### src/rtl/mem_ctrl_pkg.sv
// -----------------------------------------------------------------------------
// mem_ctrl_pkg
// Shared definitions for the memory controller slice:
//   - load/store opcode encodings (loads sort below OP_SB)
//   - IO region selector used by the optional IO stall (MEM_CTRL_IO_STALL_EN)
//   - load_extend(): sign/zero extension of an assembled little-endian word
// -----------------------------------------------------------------------------
package mem_ctrl_pkg;

  localparam logic [5:0] OP_LB  = 6'd0;
  localparam logic [5:0] OP_LH  = 6'd1;
  localparam logic [5:0] OP_LW  = 6'd2;
  localparam logic [5:0] OP_LBU = 6'd3;
  localparam logic [5:0] OP_LHU = 6'd4;
  localparam logic [5:0] OP_SB  = 6'd5;
  localparam logic [5:0] OP_SH  = 6'd6;
  localparam logic [5:0] OP_SW  = 6'd7;

  // Byte addresses with addr[17:16] == IO_REGION belong to the UART.
  localparam logic [1:0] IO_REGION = 2'b11;

  // Extend the low len bytes of w to 32 bits (len is 1, 2 or 4).
  function automatic logic [31:0] load_extend(input logic [31:0] w,
                                              input logic [2:0]  len,
                                              input logic        sext);
    logic [31:0] r;
    case (len)
      3'd1:    r = sext ? {{24{w[7]}}, w[7:0]}   : {24'h0, w[7:0]};
      3'd2:    r = sext ? {{16{w[15]}}, w[15:0]} : {16'h0, w[15:0]};
      default: r = w;
    endcase
    return r;
  endfunction

endpackage

### src/rtl/mem_ctrl_ls_width_decode.sv
// -----------------------------------------------------------------------------
// mem_ctrl_ls_width_decode
// Combinational opcode decode for the load/store path.
// Ports:
//   opcode_i  load/store opcode
//   len_o     access width in bytes (1, 2 or 4)
//   sext_o    1 when the load result is sign-extended (LB, LH)
// -----------------------------------------------------------------------------
module mem_ctrl_ls_width_decode
  import mem_ctrl_pkg::*;
(
  input  logic [5:0] opcode_i,
  output logic [2:0] len_o,
  output logic       sext_o
);

  always_comb begin
    len_o  = 3'd4;
    sext_o = 1'b0;
    case (opcode_i)
      OP_LB:         begin len_o = 3'd1; sext_o = 1'b1; end
      OP_LBU, OP_SB: len_o = 3'd1;
      OP_LH:         begin len_o = 3'd2; sext_o = 1'b1; end
      OP_LHU, OP_SH: len_o = 3'd2;
      default:       len_o = 3'd4;
    endcase
  end

endmodule

### src/rtl/mem_ctrl.sv
// -----------------------------------------------------------------------------
// mem_ctrl
// Serialises LSB load/store requests and instruction fetches onto a byte-wide
// RAM bus with one cycle of read latency. One response pulse per request.
// Ports:
//   clk, rst, rdy            clock, sync active-high reset, global enable
//   mem_valid/mem_ls/...     LSB request (held until mem_l_valid pulse)
//   mem_l_valid/mem_l_data   LSB response pulse and extended load data
//   if_valid/if_addr         fetch request (held until if_ready)
//   if_ready/if_data         fetch response pulse and instruction word
//   flush                    aborts an in-flight fetch only
//   mem_din/mem_dout/mem_a/mem_wr   RAM bus
//   io_buffer_full           UART full flag (used only with the IO stall)
// Optional build macro: MEM_CTRL_IO_STALL_EN -- stall writes into the IO
// region (addr[17:16]==2'b11) while io_buffer_full is set.
// -----------------------------------------------------------------------------
module mem_ctrl
  import mem_ctrl_pkg::*;
#(
  parameter int ADDR_W = 32
) (
  input  logic              clk,
  input  logic              rst,
  input  logic              rdy,
  input  logic              mem_valid,
  input  logic              mem_ls,
  input  logic [5:0]        mem_ls_opcode,
  input  logic [ADDR_W-1:0] mem_ls_addr,
  input  logic [31:0]       mem_s_data,
  output logic              mem_l_valid,
  output logic [31:0]       mem_l_data,
  input  logic              if_valid,
  input  logic [ADDR_W-1:0] if_addr,
  output logic              if_ready,
  output logic [31:0]       if_data,
  input  logic              flush,
  input  logic [7:0]        mem_din,
  output logic [7:0]        mem_dout,
  output logic [ADDR_W-1:0] mem_a,
  output logic              mem_wr,
  input  logic              io_buffer_full
);

  typedef enum logic [1:0] {IDLE, LS_READ, LS_WRITE, IF_READ} state_e;

  state_e            state_q, state_d;
  logic [2:0]        cnt_q, cnt_d;      // bytes stepped since acceptance
  logic [2:0]        len_q, len_d;
  logic              sext_q, sext_d;
  logic              pend_q, pend_d;    // current write byte held back (IO stall)
  logic [31:0]       data_q, data_d;    // store data, or load bytes collected so far
  logic [ADDR_W-1:0] mem_a_q, mem_a_d;
  logic [7:0]        mem_dout_q, mem_dout_d;
  logic              mem_wr_q, mem_wr_d;
  logic              l_valid_q, l_valid_d;
  logic [31:0]       l_data_q, l_data_d;
  logic              if_ready_q, if_ready_d;
  logic [31:0]       if_data_q, if_data_d;

  logic [2:0]        dec_len;
  logic              dec_sext;
  logic [2:0]        cnt_nxt;
  logic [ADDR_W-1:0] mem_a_inc;
  logic [31:0]       merged;
  logic              stall_accept, stall_cur, stall_next;

  mem_ctrl_ls_width_decode u_dec (
    .opcode_i (mem_ls_opcode),
    .len_o    (dec_len),
    .sext_o   (dec_sext)
  );

  assign cnt_nxt   = cnt_q + 3'd1;
  assign mem_a_inc = mem_a_q + ADDR_W'(1);

`ifdef MEM_CTRL_IO_STALL_EN
  assign stall_accept = io_buffer_full && (mem_ls_addr[17:16] == IO_REGION);
  assign stall_cur    = io_buffer_full && (mem_a_q[17:16] == IO_REGION);
  assign stall_next   = io_buffer_full && (mem_a_inc[17:16] == IO_REGION);
`else
  logic unused_io_full;
  assign unused_io_full = io_buffer_full;
  assign stall_accept   = 1'b0;
  assign stall_cur      = 1'b0;
  assign stall_next     = 1'b0;
`endif

  // Final read byte arrives on mem_din in the same cycle the response is
  // registered, so it is spliced in here rather than via data_q.
  always_comb begin
    merged = data_q;
    case (len_q)
      3'd1:    merged[7:0]   = mem_din;
      3'd2:    merged[15:8]  = mem_din;
      default: merged[31:24] = mem_din;
    endcase
  end

  always_comb begin
    state_d    = state_q;
    cnt_d      = cnt_q;
    len_d      = len_q;
    sext_d     = sext_q;
    pend_d     = pend_q;
    data_d     = data_q;
    mem_a_d    = mem_a_q;
    mem_dout_d = mem_dout_q;
    mem_wr_d   = mem_wr_q;
    l_valid_d  = 1'b0;
    l_data_d   = l_data_q;
    if_ready_d = 1'b0;
    if_data_d  = if_data_q;

    case (state_q)
      IDLE: begin
        // No acceptance while a pulse is out: the requester is still
        // dropping its valid during that cycle.
        if (!l_valid_q && !if_ready_q) begin
          if (mem_valid) begin
            mem_a_d = mem_ls_addr;
            cnt_d   = 3'd0;
            len_d   = dec_len;
            sext_d  = dec_sext;
            if (mem_ls) begin
              state_d = LS_READ;
              data_d  = 32'h0;
            end else begin
              state_d    = LS_WRITE;
              data_d     = mem_s_data;
              mem_dout_d = mem_s_data[7:0];
              mem_wr_d   = !stall_accept;
              pend_d     = stall_accept;
            end
          end else if (if_valid && !flush) begin
            state_d = IF_READ;
            mem_a_d = if_addr;
            cnt_d   = 3'd0;
            len_d   = 3'd4;
            sext_d  = 1'b0;
            data_d  = 32'h0;
          end
        end
      end

      LS_READ, IF_READ: begin
        if (state_q == IF_READ && flush) begin
          state_d = IDLE;
          cnt_d   = 3'd0;
        end else if (cnt_q == len_q) begin
          state_d = IDLE;
          cnt_d   = 3'd0;
          if (state_q == LS_READ) begin
            l_valid_d = 1'b1;
            l_data_d  = load_extend(merged, len_q, sext_q);
          end else begin
            if_ready_d = 1'b1;
            if_data_d  = merged;
          end
        end else begin
          cnt_d = cnt_nxt;
          if (cnt_nxt < len_q) begin
            mem_a_d = mem_a_inc;
          end
          // Byte cnt-1 is on mem_din now (addressed two edges ago).
          case (cnt_q)
            3'd1:    data_d[7:0]   = mem_din;
            3'd2:    data_d[15:8]  = mem_din;
            3'd3:    data_d[23:16] = mem_din;
            default: ;
          endcase
        end
      end

      LS_WRITE: begin
        if (pend_q) begin
          // Same byte and address stay on the bus; only the strobe waits.
          if (!stall_cur) begin
            mem_wr_d = 1'b1;
            pend_d   = 1'b0;
          end
        end else if (cnt_nxt == len_q) begin
          state_d   = IDLE;
          cnt_d     = 3'd0;
          mem_wr_d  = 1'b0;
          l_valid_d = 1'b1;
        end else begin
          cnt_d   = cnt_nxt;
          mem_a_d = mem_a_inc;
          case (cnt_nxt)
            3'd1:    mem_dout_d = data_q[15:8];
            3'd2:    mem_dout_d = data_q[23:16];
            default: mem_dout_d = data_q[31:24];
          endcase
          mem_wr_d = !stall_next;
          pend_d   = stall_next;
        end
      end

      default: state_d = IDLE;
    endcase
  end

  always_ff @(posedge clk) begin
    if (rst) begin
      state_q    <= IDLE;
      cnt_q      <= 3'd0;
      len_q      <= 3'd0;
      sext_q     <= 1'b0;
      pend_q     <= 1'b0;
      data_q     <= 32'h0;
      mem_a_q    <= '0;
      mem_dout_q <= 8'h0;
      mem_wr_q   <= 1'b0;
      l_valid_q  <= 1'b0;
      l_data_q   <= 32'h0;
      if_ready_q <= 1'b0;
      if_data_q  <= 32'h0;
    end else if (rdy) begin
      state_q    <= state_d;
      cnt_q      <= cnt_d;
      len_q      <= len_d;
      sext_q     <= sext_d;
      pend_q     <= pend_d;
      data_q     <= data_d;
      mem_a_q    <= mem_a_d;
      mem_dout_q <= mem_dout_d;
      mem_wr_q   <= mem_wr_d;
      l_valid_q  <= l_valid_d;
      l_data_q   <= l_data_d;
      if_ready_q <= if_ready_d;
      if_data_q  <= if_data_d;
    end
  end

  assign mem_l_valid = l_valid_q;
  assign mem_l_data  = l_data_q;
  assign if_ready    = if_ready_q;
  assign if_data     = if_data_q;
  assign mem_dout    = mem_dout_q;
  assign mem_a       = mem_a_q;
  assign mem_wr      = mem_wr_q;

endmodule
### config.mk
export PLATFORM = sky130hd
export DESIGN_NAME = mem_ctrl
export DESIGN_NICKNAME = d
export VERILOG_FILES = /design/src/rtl/mem_ctrl_pkg.sv /design/src/rtl/mem_ctrl_ls_width_decode.sv /design/src/rtl/mem_ctrl.sv
export SDC_FILE = /design/constraint.sdc
export NUM_CORES = 1
export LEC_CHECK = 0
export CAP_MARGIN = 0
export CORE_ASPECT_RATIO = 1.2
export CORE_UTILIZATION = 45
export DETAILED_ROUTE_END_ITERATION = 10
export PLACE_DENSITY_LB_ADDON = 0.12
export SYNTH_ARGS = -nofsm -noshare
export SYNTH_HDL_FRONTEND = slang
export SYNTH_SLANG_ARGS = --single-unit
### constraint.sdc
create_clock -name clk -period 4.7 [get_ports clk]
set_input_delay 0.94 -clock clk [delete_from_list [all_inputs] [get_ports clk]]
set_output_delay 0.94 -clock clk [all_outputs]
set_load 0.02 [all_outputs]
; ---- Word-level counts from Yosys, hierarchy flattened
; Index checks and enable logic that the tools add are counted.
[op_classes]
n_bitwise = 2
magnitude_cmp = 1
add_sub_neg = 2
reduce_logical = 27
n_mux = 75
eq_ne = 31
[op_table]
columns = operator, count
row1 = two-way mux 32 bit, 13
row2 = one-hot mux 32 bit (3 select lines), 1
row3 = two-way mux 8 bit, 11
row4 = two-way mux 24 bit, 3
row5 = one-hot mux 32 bit (2 select lines), 1
row6 = one-hot mux 24 bit (2 select lines), 1
row7 = adder 32 x 1 -> 32 bit (second input constant), 1
row8 = one-hot mux 8 bit (2 select lines), 2
row9 = AND reduction 7 bit, 4
row10 = two-way mux 3 bit, 9
row11 = two-way mux 1 bit, 20
row12 = equality test 6 x 3 -> 1 bit (second input constant), 3
row13 = != test 2 bit (second input constant), 9
row14 = two-way mux 2 bit, 8
row15 = AND reduction 5 bit, 3
row16 = equality test 3 x 2 -> 1 bit (second input constant), 4
row17 = equality test 3 x 1 -> 1 bit (second input constant), 3
row18 = one-hot mux 3 bit (3 select lines), 1
row19 = AND reduction 4 bit, 2
row20 = AND reduction 8 bit, 1
row21 = equality test 3 bit, 2
row22 = equality test 6 x 1 -> 1 bit (second input constant), 1
row23 = equality test 6 x 2 -> 1 bit (second input constant), 1
row24 = zero test 6 bit, 1
row25 = other kinds (17), 33
[totals]
register_bits = 149
out_inout_bits = 107

; ---- Depth between registers and ports, before layout
[logic_depth]
ltp_word = 6
ltp_mapped = 12
depth_no_buf = 9

; ---- Hierarchy
; Synthesis repeated with hierarchy kept, for this count alone.
[unflattened]
cells_unflattened = 954
area_unflattened_um2 = 7810.0
[by_module_without_submodules]
columns = module, instances, area_each_um2, cells_each, seq_area_each_um2
row1 = mem_ctrl, 1, 7726.2, 944, 2962.8
row2 = mem_ctrl_ls_width_decode, 1, 83.8, 10, 0.0

; ---- Worst setup path before layout
; OpenSTA, ideal clock, no wires.
[synth_path]
kind = reg-to-reg
start = register cnt_q[0]
end = register mem_a_q[18], in the netlist mem_a[18]
t_required_ns = 4.583
slack_ns = 1.954
setup_ns = 0.117
period_less_slack_ns = 2.746
n_path_buf = 2
t_arrival_ns = 2.628
stages_incl_launch_ff = 12
cell_sequence = dfxtp_1 -> ha_1 -> ha_1 -> clkbuf_1 -> inv_1 -> ha_1 -> o21ai_0 -> a21oi_1 -> or2_2 -> clkbuf_1 -> or3_1 -> a32o_1
[synth_between]
elab_chain_cells = 4
[synth_rtl]
columns = item, line
row1 = from (decl), mem_ctrl.sv:47  ; logic [2:0] cnt_q, cnt_d;
row2 = from (signal assigned), mem_ctrl.sv:220  ; cnt_q <= cnt_d;
row3 = adder 3 x 1 -> 3 bit, mem_ctrl.sv:73  ; assign cnt_nxt = cnt_q + 3'd1;
row4 = less-than comparator 3 bit or equality test 3 bit (tied branches), "mem_ctrl.sv:161, mem_ctrl.sv:181"
row5 = != test 2 bit (no source line), -
row6 = AND reduction 8 bit (no source line) (*), -
row7 = to (signal assigned), mem_ctrl.sv:225  ; mem_a_q <= mem_a_d;
row8 = to (decl), mem_ctrl.sv:52  ; logic [ADDR_W-1:0] mem_a_q, mem_a_d;
; Every way passes the cells marked *; elsewhere a longest branch is shown, timed or not.
; A chain may end at the register's enable or synchronous reset.

; ---- Worst setup path in the final report
[layout_path]
start = register cnt_q[0]
end = register mem_a_q[30], in the netlist mem_a[30]
; Same word-level chain as after synthesis.

==> summary.md <==
| Metric | Value |
|---|---|
| DR pass1 iterations | 5 |
| Hold Vio Cnt, Final | 0 |
| Crit path top cell by count | ha_1 |
| Initial antenna violation count | 0 |
| Std cell rows | 52 |
| Data arrival, critical path | 3.60 ns |
| Final WL | 24,860 µm |
| Synth Flop Type | dfxtp_1 |
| Critical path class | flip-flop to flip-flop |
| Outcome | finished, final reports clean |
| Die Height | 145.6 µm |
| Clock Skew | 0.01071 ns |
| Mapped Cells | 922 |
| Clk slew on worst S/H paths | 0.06 ns |
| Area contributors post-synth | dfxtp_1 38%, nor2_1 7.5%, mux2i_1 7.4% |
| Multi-input logic area | 4377 µm² |
| Filler instances | 1,506 |
| CTS Hold Bufs | 0 |
| Clock buffer count from CTS | 17 |
| Avg WL per Cell | 18.74 µm |
| Remaining DRCs | 0 |
| First-pass GRT wire length | 38,660 µm |
| Final ANT Viol Nets | 0 |
| Placed cell areas | 9973 µm² |
| Synth async-reset ratio | 0% |
| Synth Warn # | 0 |
| Critical path, cell by cell | ha_1 > ha_1 > inv_1 > ha_1 > o21ai_0 > a21oi_1 > or2_2 > nor3_1 > a221o_1 |
| Ports | 225 |
| Post_cts resized | 0 |
| # diodes | 0 |
| Rel. slew slack | 27.94% |
| H-tree levels | 4 |
| Clock tree root buffer cell | clkbuf_16 |
| RSZ-0062 raised after global routing | no |
| TNS Setup | 0 ns |
| Count of flip-flops with a built-in enable after synthesis | 0 |
| Commonest non-fill, non-tap cell in the layout | clkdlybuf4s50_1 |
| Gr usage total | 28.04% |
| Initial core utilization | 45.89% |
| Area growth, synth to finish | 36.47% |
| Core area | 16,850 µm² |
| Clk Latency, worst-skew pair | 0.43 ns |
| Largest net degree at the start of global routing | 99 |
| Critical path's largest stage delay | 0.62 ns |
| Worst Tran Pin Value | 1.079 ns |
| Unique cell type count in the Yosys netlist | 71 |
| Vias in the first global route | 7,034 |
| GPL Wtd Cong | 0.8691 |
| Via count | 7,868 |
| Commonest non-fill, non-tap cells in the layout | 221 x clkdlybuf4s50_1, 154 x nor2_1, 148 x dfxtp_1 |
| # port buffers | 223 |
| Min-delay worst type | flip-flop to flip-flop |
| Worst setup EP type | flip-flop |
| Final setup viols | 0 |
| Register area | 2963 µm² |
| CTS tree | yes |
| Number of post-CTS setup repair buffers | 0 |
| Setup crit start kind | flip-flop |
| Mapped Nets | 1,050 |
| Power Density | 402.6 nW/µm² |
| Total congestion overflow | 0 |
| Post-Syn Area | 7734 µm² |
| Avg Cell Area, Syn | 8.388 µm² |
| Post-layout net count | 1,226 |
| Worst Path Required | 5.07 ns |
| F_max | 309.4 MHz |
| Slowest cell on the critical path | nor3_1 |
| Final worst path period share | 68.76% |
| # clock sinks | 148 |
| Leakage | 3.681 nW |
| Initial DRC Count | 718 |
| Final Max Slew Viols | 0 |
| Vias per cell | 5.929 |
| Width of the die | 121.7 µm |
| CP max FO | 25 |
| Post-synth top area cell | dfxtp_1 |
| Die ar. | 17,720 µm² |
| Max-Cap Viols | 0 |
| Worst vdd rail ir drop | 0.0002671 V |
| Post-route cell area | 10,550 µm² |
| Layout cells sized above 1 | 6.931% |
| Sequential share of the synthesized area | 38.31% |
| Share of the synthesized area in the top cell type | 38.31% |
| HPWL Detailed | 17,500 µm |
| Fin crit period | 3.232 ns |
| Maximum clock path buffer count | 2 |
| #FFs+latches synth | 148 |
-- per-stage QoR --
stage / hold slack (ns) / utilization, % / cells / setup WS [ns] / power, W
2_1_floorplan: 0.4412 / - / 922 / 1.954 / 0.002404
3_3_place_gp: 0.4389 / 59.18 / 1295 / 1.215 / 0.002896
3_5_place_dp: 0.4443 / 59.18 / 1295 / 1.148 / 0.002909
4_1_cts: 0.4522 / 62.63 / 1327 / 1.494 / 0.004250
5_1_grt: 0.4808 / 62.63 / 1327 / 1.247 / 0.004449
6_report: 0.4487 / 62.63 / 1327 / 1.468 / 0.004249
-- path summary, 6_finish.rpt --
path	from	cells past startpoint	endpoint	slack [ns]
worst max-delay path	cnt_q[0]$_SDFFE_PP0P_	9	mem_a[30]$_SDFFE_PP0P_	1.47
worst min-delay path	mem_l_data[31]$_SDFFE_PP0P_	2	mem_l_data[31]$_SDFFE_PP0P_	0.45
worst max register to register	cnt_q[0]$_SDFFE_PP0P_	9	mem_a[30]$_SDFFE_PP0P_	1.47
worst min register to register	mem_l_data[31]$_SDFFE_PP0P_	2	mem_l_data[31]$_SDFFE_PP0P_	0.45
-- logic make-up after synthesis --
kind of cell             Yosys count  synth area share [%]
multiplexers                      68                 8.979
flip-flops                       148                 38.31
buffers and inverters             89                 5.355
adder cells (fa/ha/maj)           10                 1.618
AO/OA/AOI/OAI                    287                 26.48
XOR/XNOR                           3                0.3398
AND/OR/NAND/NOR                  317                 18.91
-- sequential cells by signal, indices dropped and copies added, names as in the netlist --
name         flops
if_data         32
sext_q           1
state_q          2
mem_l_valid      1
data_q          32
mem_a           32
mem_l_data      32
mem_dout         8
mem_wr           1
if_ready         1
cnt_q            3
len_q            3
-- where the power goes --
group	switching [W]	leakage, nW	internal [W]	total, W
Clock	0.000588	0.279	0.000759	0.00135
Sequential	0.000192	1.20	0.00141	0.00160
Combinational	0.000739	2.20	0.000562	0.00130
Total	0.00152	3.68	0.00273	0.00425
-- Yosys cell counts, types with 5 or more instances --
cell type and number:
nand3_1 22, a31oi_1 18, nand4_1 8, o211ai_1 9, mux2_2 11, a311oi_1 8, nor2b_1 11, dfxtp_1 148
a221oi_1 9, nor2_1 154, a22oi_1 10, mux2i_1 57, inv_1 9, o21ai_0 17, buf_2 6, o31ai_1 22
a211oi_1 74, nor4_1 7, clkbuf_1 58, and3_1 7, a22o_1 10, and2_1 10, buf_1 6, ha_1 10
o311ai_0 10, nand2_1 56, nor3_1 14, a21oi_1 63, a32o_1 5
-- final cells by class --
class	instances	area share, %
Timing Repair Buffer	237	22.07
Clock inverter	14	1.340
Clock buffer	18	4.161
Tap cell	216	2.561
Inverter	9	0.3201
Multi-Input combinational cell	685	41.47
Sequential cell	148	28.07
-- critical path, delay by kind of cell (launching register included) --
kind	cells	cell delay, ns
AO/OA/AOI/OAI	3	0.57
AND/OR/NAND/NOR	2	1.12
adder cells (fa/ha/maj)	3	1.03
flip-flops	1	0.36
buffers and inverters	1	0.11
-- layer usage --
metal | global-route usage (%) | up-vias | share of wire, % | wire, µm
met5 | 0 | - | 0 | 0
met4 | 9.198 | 0 | 1.7 | 435
met3 | 5.603 | 33 | 8.0 | 1992
met2 | 47.76 | 370 | 50 | 12340
met1 | 35.00 | 3657 | 41 | 10090
li1 | - | 3808 | - | -
Power figures use the tool's default switching activity.
